### src/rtl/call_latch_if.sv
// Call-button bundle between the button panel side and the call latch.
// The latch owns the pending-call registers; the panel side drives buttons, clears and floor.
interface call_latch_if #(
   parameter int BUTTONS_WIDTH = 8,
   parameter int LEVEL_WIDTH   = 3
);
   logic [BUTTONS_WIDTH-1:0] btn_in;
   logic [BUTTONS_WIDTH-1:0] btn_up_out;
   logic [BUTTONS_WIDTH-1:0] btn_down_out;
   logic [BUTTONS_WIDTH-1:0] inactivate_in_levels;
   logic [BUTTONS_WIDTH-1:0] inactivate_out_up_levels;
   logic [BUTTONS_WIDTH-1:0] inactivate_out_down_levels;
   logic [LEVEL_WIDTH-1:0]   current_level;
   logic [BUTTONS_WIDTH-1:0] active_in_levels;
   logic [BUTTONS_WIDTH-1:0] active_out_up_levels;
   logic [BUTTONS_WIDTH-1:0] active_out_down_levels;
   logic                     any_request;
   logic                     req_above;
   logic                     req_here;
   logic                     req_below;

   modport master (
      output btn_in, btn_up_out, btn_down_out,
      output inactivate_in_levels, inactivate_out_up_levels, inactivate_out_down_levels,
      output current_level,
      input  active_in_levels, active_out_up_levels, active_out_down_levels,
      input  any_request, req_above, req_here, req_below
   );

   modport slave (
      input  btn_in, btn_up_out, btn_down_out,
      input  inactivate_in_levels, inactivate_out_up_levels, inactivate_out_down_levels,
      input  current_level,
      output active_in_levels, active_out_up_levels, active_out_down_levels,
      output any_request, req_above, req_here, req_below
   );
endinterface

### src/rtl/call_latch.sv
// Synchronises, debounces and edge-detects elevator call buttons, latches them as pending
// calls until cleared, and summarises pending calls relative to the current floor.
module call_latch #(
   parameter int BUTTONS_WIDTH   = 8,
   parameter int SYNC_STAGES     = 2,
   parameter int DEBOUNCE_CYCLES = 4,
   parameter int LEVEL_WIDTH     = 3
) (
   input logic         clk,
   input logic         reset,
   call_latch_if.slave bus
);
   localparam int NUM_LINES = 3 * BUTTONS_WIDTH;
   localparam int CNT_WIDTH = $clog2(DEBOUNCE_CYCLES) + 1;
   localparam logic [CNT_WIDTH-1:0] CNT_LAST = CNT_WIDTH'(DEBOUNCE_CYCLES - 1);

   if (SYNC_STAGES < 2) begin : g_bad_sync
      $error("call_latch: SYNC_STAGES must be at least 2");
   end
   if (DEBOUNCE_CYCLES < 1) begin : g_bad_debounce
      $error("call_latch: DEBOUNCE_CYCLES must be at least 1");
   end
   if (LEVEL_WIDTH < $clog2(BUTTONS_WIDTH)) begin : g_bad_level
      $error("call_latch: LEVEL_WIDTH too narrow for BUTTONS_WIDTH");
   end

   logic [NUM_LINES-1:0] w_exist;
   logic [NUM_LINES-1:0] w_raw;
   logic [NUM_LINES-1:0] w_sync;
   logic [NUM_LINES-1:0] w_at_last;
   logic [NUM_LINES-1:0] w_press;
   logic [NUM_LINES-1:0] w_clear;
   logic [BUTTONS_WIDTH-1:0] w_any_vec;
   logic                 w_req_above;
   logic                 w_req_here;
   logic                 w_req_below;

   logic [NUM_LINES-1:0] r_sync [SYNC_STAGES];
   logic [NUM_LINES-1:0] r_deb;
   logic [CNT_WIDTH-1:0] r_cnt [NUM_LINES];
   logic [NUM_LINES-1:0] r_active;

   // Line order is car calls, then hall-up, then hall-down; the top-floor up button and
   // the ground-floor down button do not exist and are masked off for good.
   always_comb begin
      w_exist                    = '1;
      w_exist[2*BUTTONS_WIDTH-1] = 1'b0;
      w_exist[2*BUTTONS_WIDTH]   = 1'b0;
   end

   assign w_raw   = {bus.btn_down_out, bus.btn_up_out, bus.btn_in} & w_exist;
   assign w_clear = {bus.inactivate_out_down_levels, bus.inactivate_out_up_levels,
                     bus.inactivate_in_levels};
   assign w_sync  = r_sync[SYNC_STAGES-1];

   always_ff @(posedge clk or negedge reset) begin
      if (!reset) begin
         for (int k = 0; k < SYNC_STAGES; k++) begin
            r_sync[k] <= '0;
         end
      end else begin
         r_sync[0] <= w_raw;
         for (int k = 1; k < SYNC_STAGES; k++) begin
            r_sync[k] <= r_sync[k-1];
         end
      end
   end

   // A line is accepted once it has disagreed with its debounced level for
   // DEBOUNCE_CYCLES consecutive synchronised samples.
   always_ff @(posedge clk or negedge reset) begin
      if (!reset) begin
         r_deb <= '0;
         for (int i = 0; i < NUM_LINES; i++) begin
            r_cnt[i] <= '0;
         end
      end else begin
         for (int i = 0; i < NUM_LINES; i++) begin
            if (w_sync[i] == r_deb[i]) begin
               r_cnt[i] <= '0;
            end else if (r_cnt[i] == CNT_LAST) begin
               r_deb[i] <= w_sync[i];
               r_cnt[i] <= '0;
            end else begin
               r_cnt[i] <= r_cnt[i] + CNT_WIDTH'(1);
            end
         end
      end
   end

   always_comb begin
      w_at_last = '0;
      for (int i = 0; i < NUM_LINES; i++) begin
         w_at_last[i] = (r_cnt[i] == CNT_LAST);
      end
   end

   // The press is the very edge on which the debounced level rises, so it latches
   // together with the debounced state rather than a cycle later.
   assign w_press = w_sync & ~r_deb & w_at_last;

   always_ff @(posedge clk or negedge reset) begin
      if (!reset) begin
         r_active <= '0;
      end else begin
         r_active <= (r_active | w_press) & ~w_clear & w_exist;
      end
   end

   assign w_any_vec = r_active[BUTTONS_WIDTH-1:0]
                    | r_active[2*BUTTONS_WIDTH-1:BUTTONS_WIDTH]
                    | r_active[3*BUTTONS_WIDTH-1:2*BUTTONS_WIDTH];

   // A floor index beyond the building lands every pending call in the below bucket.
   always_comb begin
      w_req_above = 1'b0;
      w_req_here  = 1'b0;
      w_req_below = 1'b0;
      for (int f = 0; f < BUTTONS_WIDTH; f++) begin
         if (f > int'(bus.current_level)) begin
            w_req_above = w_req_above | w_any_vec[f];
         end else if (f == int'(bus.current_level)) begin
            w_req_here = w_req_here | w_any_vec[f];
         end else begin
            w_req_below = w_req_below | w_any_vec[f];
         end
      end
   end

   assign bus.active_in_levels       = r_active[BUTTONS_WIDTH-1:0];
   assign bus.active_out_up_levels   = r_active[2*BUTTONS_WIDTH-1:BUTTONS_WIDTH];
   assign bus.active_out_down_levels = r_active[3*BUTTONS_WIDTH-1:2*BUTTONS_WIDTH];
   assign bus.any_request            = |w_any_vec;
   assign bus.req_above              = w_req_above;
   assign bus.req_here               = w_req_here;
   assign bus.req_below              = w_req_below;
endmodule

### src/flat_wrapper.sv
// flat-port wrapper written by rule: the top's interface ports become plain ports
module call_latch_flat 
#(
   parameter int BUTTONS_WIDTH   = 8,
   parameter int SYNC_STAGES     = 2,
   parameter int DEBOUNCE_CYCLES = 4,
   parameter int LEVEL_WIDTH     = 3
)
  (clk, reset, bus_btn_in, bus_btn_up_out, bus_btn_down_out, bus_inactivate_in_levels, bus_inactivate_out_up_levels, bus_inactivate_out_down_levels, bus_current_level, bus_active_in_levels, bus_active_out_up_levels, bus_active_out_down_levels, bus_any_request, bus_req_above, bus_req_here, bus_req_below);
  call_latch_if #(.BUTTONS_WIDTH(BUTTONS_WIDTH), .LEVEL_WIDTH(LEVEL_WIDTH)) bus_i ();
  input logic clk;
  input logic reset;
  input wire logic [$bits(bus_i.btn_in)-1:0] bus_btn_in;
  input wire logic [$bits(bus_i.btn_up_out)-1:0] bus_btn_up_out;
  input wire logic [$bits(bus_i.btn_down_out)-1:0] bus_btn_down_out;
  input wire logic [$bits(bus_i.inactivate_in_levels)-1:0] bus_inactivate_in_levels;
  input wire logic [$bits(bus_i.inactivate_out_up_levels)-1:0] bus_inactivate_out_up_levels;
  input wire logic [$bits(bus_i.inactivate_out_down_levels)-1:0] bus_inactivate_out_down_levels;
  input wire logic [$bits(bus_i.current_level)-1:0] bus_current_level;
  output wire logic [$bits(bus_i.active_in_levels)-1:0] bus_active_in_levels;
  output wire logic [$bits(bus_i.active_out_up_levels)-1:0] bus_active_out_up_levels;
  output wire logic [$bits(bus_i.active_out_down_levels)-1:0] bus_active_out_down_levels;
  output wire logic [$bits(bus_i.any_request)-1:0] bus_any_request;
  output wire logic [$bits(bus_i.req_above)-1:0] bus_req_above;
  output wire logic [$bits(bus_i.req_here)-1:0] bus_req_here;
  output wire logic [$bits(bus_i.req_below)-1:0] bus_req_below;
  assign bus_i.btn_in = bus_btn_in;
  assign bus_i.btn_up_out = bus_btn_up_out;
  assign bus_i.btn_down_out = bus_btn_down_out;
  assign bus_i.inactivate_in_levels = bus_inactivate_in_levels;
  assign bus_i.inactivate_out_up_levels = bus_inactivate_out_up_levels;
  assign bus_i.inactivate_out_down_levels = bus_inactivate_out_down_levels;
  assign bus_i.current_level = bus_current_level;
  assign bus_active_in_levels = bus_i.active_in_levels;
  assign bus_active_out_up_levels = bus_i.active_out_up_levels;
  assign bus_active_out_down_levels = bus_i.active_out_down_levels;
  assign bus_any_request = bus_i.any_request;
  assign bus_req_above = bus_i.req_above;
  assign bus_req_here = bus_i.req_here;
  assign bus_req_below = bus_i.req_below;
  call_latch #(.BUTTONS_WIDTH(BUTTONS_WIDTH), .SYNC_STAGES(SYNC_STAGES), .DEBOUNCE_CYCLES(DEBOUNCE_CYCLES), .LEVEL_WIDTH(LEVEL_WIDTH)) u_core (.clk(clk), .reset(reset), .bus(bus_i));
endmodule
### config.mk
export PLATFORM = sky130hd
export DESIGN_NAME = call_latch_flat
export DESIGN_NICKNAME = d
export VERILOG_FILES = /design/src/rtl/call_latch_if.sv /design/src/rtl/call_latch.sv /design/src/flat_wrapper.sv
export SDC_FILE = /design/constraint.sdc
export NUM_CORES = 1
export LEC_CHECK = 0
export ABC_AREA = 1
export CORE_MARGIN = 5
export CORE_UTILIZATION = 25
export DETAILED_ROUTE_END_ITERATION = 12
export PLACE_DENSITY = 0.44
export SKIP_CTS_REPAIR_TIMING = 1
export SYNTH_ARGS = -nofsm -noshare
export SYNTH_HDL_FRONTEND = slang
export SYNTH_SLANG_ARGS = --single-unit
### constraint.sdc
create_clock -name clk -period 1.7 [get_ports clk]
set_input_delay 0.51 -clock clk [delete_from_list [all_inputs] [get_ports clk]]
set_output_delay 0.51 -clock clk [all_outputs]
set_load 0.02 [all_outputs]
==> results of run 1 <==
==> cell families after synthesis <==
| logic type | Yosys count | share of synthesized area (%) |
|---|---|---|
| buffers and inverters | 132 | 8.46 |
| other | 1 | 0.0616 |
| and+or+nand+nor | 212 | 14.3 |
| adders and majority gates | 44 | 9.04 |
| DFF | 154 | 63.3 |
| AOI/OAI and AO/OA | 58 | 4.87 |
==> worst reg2reg max path, delay by kind of cell (launching register included) <==
kind	cells	cell delay [ns]
adders and majority gates	1	0.34
buffers and inverters	1	0.08
and+or+nand+nor	2	0.17
AOI/OAI and AO/OA	1	0.05
DFF	1	0.38
==> flip-flops by register name, summed over array words and instances (netlist names) <==
name / count
u_core.r_deb: 22
u_core.r_sync: 22
u_core.r_active: 22
u_core.r_cnt: 66
u_core.w_sync: 22
==> cells in the final DEF, fill, tap and decap left out, types with 2 or more instances in the layout <==
cell type	synthesis	layout
a21oi_1	49	49
nand3_2	2	5
nand2_2	0	2
nand3_1	6	3
nor2_2	1	2
o21ai_0	4	3
dfrtp_1	154	154
inv_2	12	14
clkbuf_16	0	17
clkdlybuf4s50_1	0	44
nand2_1	94	92
buf_4	2	47
nor3_2	2	4
inv_6	1	4
conb_1	1	2
clkinv_2	0	2
clkbuf_2	0	11
bufinv_16	0	4
buf_12	0	3
ha_1	44	44
inv_1	116	114
dlymetal6s2s_1	0	13
clkinvlp_4	0	2
nor3_1	25	23
nor2_1	80	78
buf_6	1	5
o21ai_1	2	3
clkinv_4	0	2
==> where the power goes <==
group | internal, W | leakage, nW | switching [W]
registers | 0.00444 | 1.94 | 0.000282
logic | 0.00126 | 2.19 | 0.00165
clock network | 0.00251 | 0.304 | 0.00156
==> cell type report <==
cell class | instances | share of cell area [%]
tap | 324 | 4.87
sequential | 154 | 46.3
multi-input combinational | 316 | 21.6
clock buffer | 19 | 5.32
timing repair buffer | 125 | 13.7
inverter | 129 | 5.88
clock inverter | 13 | 2.27
==> worst max path at each step <==
stage,startpoint,to,slack [ns],depth (start not counted)
final,u_core.r_active[5]$_DFF_PN0_,bus_req_above,-0.53,9
after global routing,u_core.r_active[5]$_DFF_PN0_,bus_req_above,-0.67,9
after CTS,bus_current_level[1],bus_req_here,-1.14,7
after detailed placement,bus_current_level[1],bus_req_here,-1.12,7
after global placement,bus_current_level[1],bus_req_here,-1.11,7
after floorplan,bus_current_level[1],bus_req_above,-0.06,10
==> through the flow <==
stage               area (sq um)  TNS, ns  util, %
CTS                         8260   -10.61     34.2
floorplan                   6110   -0.102        -
global route                8320    -2.59     34.4
detailed placement          7620    -3.35     31.5
finish                      8320    -2.00     34.4
global placement            7620    -3.32     31.5
==> cell usage after synthesis (all sizes together) <==
library cell | count | area (sq um)
dfrtp | 154 | 3850
inv | 129 | 489
nand2 | 95 | 364
nor2 | 81 | 307
a21oi | 50 | 254
ha | 44 | 551
nor3 | 27 | 145
nand3 | 8 | 50.1
o21ai | 6 | 30.0
buf | 3 | 26.3
a31oi | 2 | 12.5
conb | 1 | 3.75
nor4 | 1 | 6.26
==> layer usage <==
layer  routed length (um)  share of wire (%)  up-vias  GRT usage (%)
met1                 5360                 48     1882           11.4
met2                 5190                 46       67           13.3
met3                  561                5.0        6           3.36
met5                    0                  0        -              0
li1                     -                  -     2126              -
met4                  131                1.2        0           3.44
==> results.txt, run 1 <==
Largest delay share family, worst path = buffers and inverters
Crit Path Max Fanout = 4
number of synthesis warnings = 0
antenna-violating nets left = 0
first-pass GRT wire length = 19.4 mm
largest net degree at the start of global routing = 48
number of global-route vias before repair = 4129
synthesized instance count = 601
failing checks = negative setup slack
DIE AREA = 27600 sq um
skew final = 0.00830 ns
total power = 0.0117 W
pre-CTS setup slack = -1.12 ns
count of cell types in the netlist = 22
# port buffers = 74
Max Slew Vio Count = 0
post-DP HPWL = 8.09 mm
total number of vias = 4081
CTS tree = done
DRT Pass-1 Iters = 4
Worst Hold Class = reg2reg
critical-path cell list = nor3_2, buf_4, inv_2, nor2_4, buf_6, nand2_2, nand2_2, a21oi_4, buf_6
Routed wire per std cell = 10.4 um
CTS max path bufs = 2
Area Growth Syn to Fin = 36.5%
Chip Width = 166 um
status = finished, violations left
Max Freq = 449 MHz
H-tree levels = 4
Chip Height = 166 um
final WL = 11.2 mm
initial antenna violation count = 0
min Tclk post-route = 2.23 ns
FF/Latch Area = 3850 sq um
Crit Path Category = reg2out
root buffer cell = clkbuf_16
maxcap violations = 0
endpoint type of the worst setup path = output port
Hold Worst Slack = 0.341 ns
final period utilization = 131%
Finish-stage setup viols = 4
Row Count = 57
Worst IR Drop VDD = 0.532 mV
routability cong. = 0.688
reg2reg path depth = 5
Critical Path Max Stage Delay = 0.41 ns
worst setup slack after layout = -0.528 ns
# diodes = 0
TritonCTS Buffers = 17
CTS clock-pin slew for the worst setup and hold paths = 0.06 ns
crit path buf inv count = 4
Post-Syn Area = 6090 sq um
top-level I/O count = 81
RSZ-0062 raised after global routing = true
Critical Path Slowest Stage Cell = dfrtp_1
worst r2r src = u_core.w_sync[4]$_DFF_PN0_
drt first-iter violations = 154
Initial Util = 25.2%
Arr. time, crit path = 1.72 ns
Lkg Pwr = 4.44 nW
synthesized area per cell = 10.1 sq um
GRT overflow = 0
layout cell share with drive strength beyond 1 = 17.3%
CTS sink cnt = 154
final hold violations = 0
sequential area share after synthesis = 63.3%
routed vias/inst = 3.78
worst hold endpoint = u_core.w_sync[23]$_DFF_PN0_
CP Launch Type = register
# fillers = 2468
setup slack, reg-to-reg = 0.56 ns
Hold Crit Depth = 0
Final nets = 840
min-delay src = u_core.r_sync[47]$_DFF_PN0_
Worst-Skew Late Latency = 0.42 ns
placed cells = 1045
r2r endpoint = u_core.r_deb[4]$_DFFE_PN0P_
pwr/cell area = 1410 nW/um^2
CP required = 1.19 ns
area of the multi-input gates = 1800 sq um
DRC = 0
post-route insts no fill = 1080
GRT Total Usage = 8.78%
total core area = 24200 sq um
FF+latch count, synth = 154
(Power assumes the default switching activity.)
==> inputs of run 2 (changes only) <==
- CELL_PAD_IN_SITES_DETAIL_PLACEMENT: unset -> 0
- CELL_PAD_IN_SITES_GLOBAL_PLACEMENT: unset -> 1
- CTS_CLUSTER_DIAMETER: unset -> 50
- PLACE_DENSITY: 0.44 -> 0.52
- REMOVE_ABC_BUFFERS: unset -> 1
==> results.txt, run 2 (synthesis gave the netlist of run 1 again) <==
total power = 0.0113 W
# port buffers = 74
total number of vias = 4168
CTS tree = done
critical-path cell list = nor3_4, inv_1, nor4_2, nand3_1, buf_4
# fillers = 2436
DIE AREA = 27600 sq um
pwr/cell area = 1380 nW/um^2
post-DP HPWL = 8.66 mm
Layout Utilization = 34.0%
Chip Height = 166 um
routed vias/inst = 3.86
r2r endpoint = u_core.r_deb[9]$_DFFE_PN0P_
endpoint type of the worst setup path = output port
total core area = 24200 sq um
initial antenna violation count = 0
final hold violations = 0
number of flip-flops under the largest register name = 66
worst r2r src = u_core.w_sync[9]$_DFF_PN0_
DRT Pass-1 Iters = 4
Max Slew Vio Count = 0
Arr. time, crit path = 1.76 ns
Max Freq = 440 MHz
maxcap violations = 0
most frequent cells in the layout = dfrtp_1, inv_1, nand2_1
Routed wire per std cell = 11.1 um
number of cells on the critical path = 5
CTS clock-pin slew for the worst setup and hold paths = 0.06 ns
Setup TNS Final = -2.18 ns
status = finished, violations left
Lkg Pwr = 4.40 nW
GRT overflow = 0
Critical Path Max Stage Delay = 0.44 ns
Setup crit start = u_core.r_active[3]$_DFF_PN0_
failing checks = negative setup slack
routability cong. = 0.783
# diodes = 0
largest net degree at the start of global routing = 43
root buffer cell = clkbuf_16
Worst-Skew Late Latency = 0.42 ns
Critical Path Slowest Stage Cell = dfrtp_2
switching power total = 0.00352 W
Worst Hold Class = reg2reg
CP required = 1.19 ns
number of global-route vias before repair = 4315
Final nets = 839
Finish-stage setup viols = 4
worst setup slack after layout = -0.575 ns
most common cell after layout, fill and taps aside = dfrtp_1
TritonCTS Buffers = 17
drt first-iter violations = 216
final WL = 11.9 mm
first-pass GRT wire length = 20.4 mm
final period utilization = 134%
CP Launch Type = register
pre-CTS setup slack = -1.21 ns
Crit Path Max Fanout = 2
reg2reg path depth = 5
GRT Total Usage = 9.19%
Initial Util = 25.2%
Row Count = 57
Largest delay share family, worst path = simple AND/OR/NAND/NOR gates
H-tree levels = 4
crit path buf inv count = 2
min Tclk post-route = 2.27 ns
Hold Worst Slack = 0.347 ns
Comb pwr share = 25.3%
Net Sw Frac = 31.1%
clock power share = 32.8%
Biggest register = u_core.r_cnt
Chip Width = 166 um
register share of total power = 41.8%
CTS sink cnt = 154
RSZ-0062 raised after global routing = true
top-level I/O count = 81
antenna-violating nets left = 0
Crit Path Category = reg2out
DRC = 0
Worst IR Drop VDD = 0.441 mV
P_int = 0.00780 W
setup slack, reg-to-reg = 0.58 ns
skew final = 0.00640 ns
crit path capture = bus_any_request
CTS max path bufs = 2
layout cell share with drive strength beyond 1 = 16.6%
Area Growth Syn to Fin = 34.9%
[run 2: cell type report]
type                    instances  area, sq um  area share, %
repair buffers                124         1120           13.7
flip-flops and latches        154         3850           46.9
multi-input cells             316         1760           21.5
clock inverters                11          111           1.35
clock buffers                  21          470           5.72
inverters                     129          492           5.98
well taps                     324          405           4.93
[run 2: layer usage]
metal	vias up	GRT usage [%]	wire, um
met4	0	4.09	231
met1	1935	11.4	5560
li1	2131	-	-
met5	-	0	0
met2	80	14.9	5640
met3	22	2.67	505
[run 2: worst min path at each step]
stage | end | start | depth (start not counted) | slack (ns)
6_report | u_core.w_sync[18]$_DFF_PN0_ | u_core.r_sync[42]$_DFF_PN0_ | 0 | 0.35
3_3_place_gp | u_core.w_sync[17]$_DFF_PN0_ | u_core.r_sync[41]$_DFF_PN0_ | 0 | 0.33
5_1_grt | u_core.w_sync[18]$_DFF_PN0_ | u_core.r_sync[42]$_DFF_PN0_ | 0 | 0.36
2_1_floorplan | u_core.r_active[0]$_DFF_PN0_ | reset | 0 | 0.21
3_5_place_dp | u_core.w_sync[20]$_DFF_PN0_ | u_core.r_sync[44]$_DFF_PN0_ | 0 | 0.34
4_1_cts | u_core.r_sync[37]$_DFF_PN0_ | reset | 1 | -0.03
[run 2: metrics by stage]
stage               area, sq um  instances
floorplan                  6070        599
global placement           7600       1045
detailed placement         7600       1045
CTS                        8180       1077
global route               8220       1079
finish                     8220       1079
[run 2: power by group through the flow]
stage | sequential [W] | clock [W] | combinational [W]
3_5_place_dp | 0.00481 | 0 | 0.00291
2_1_floorplan | 0.00477 | 0 | 0.00188
5_1_grt | 0.00482 | 0.00405 | 0.00338
3_3_place_gp | 0.00477 | 0 | 0.00277
4_1_cts | 0.00475 | 0.00388 | 0.00293
6_report | 0.00473 | 0.00372 | 0.00287
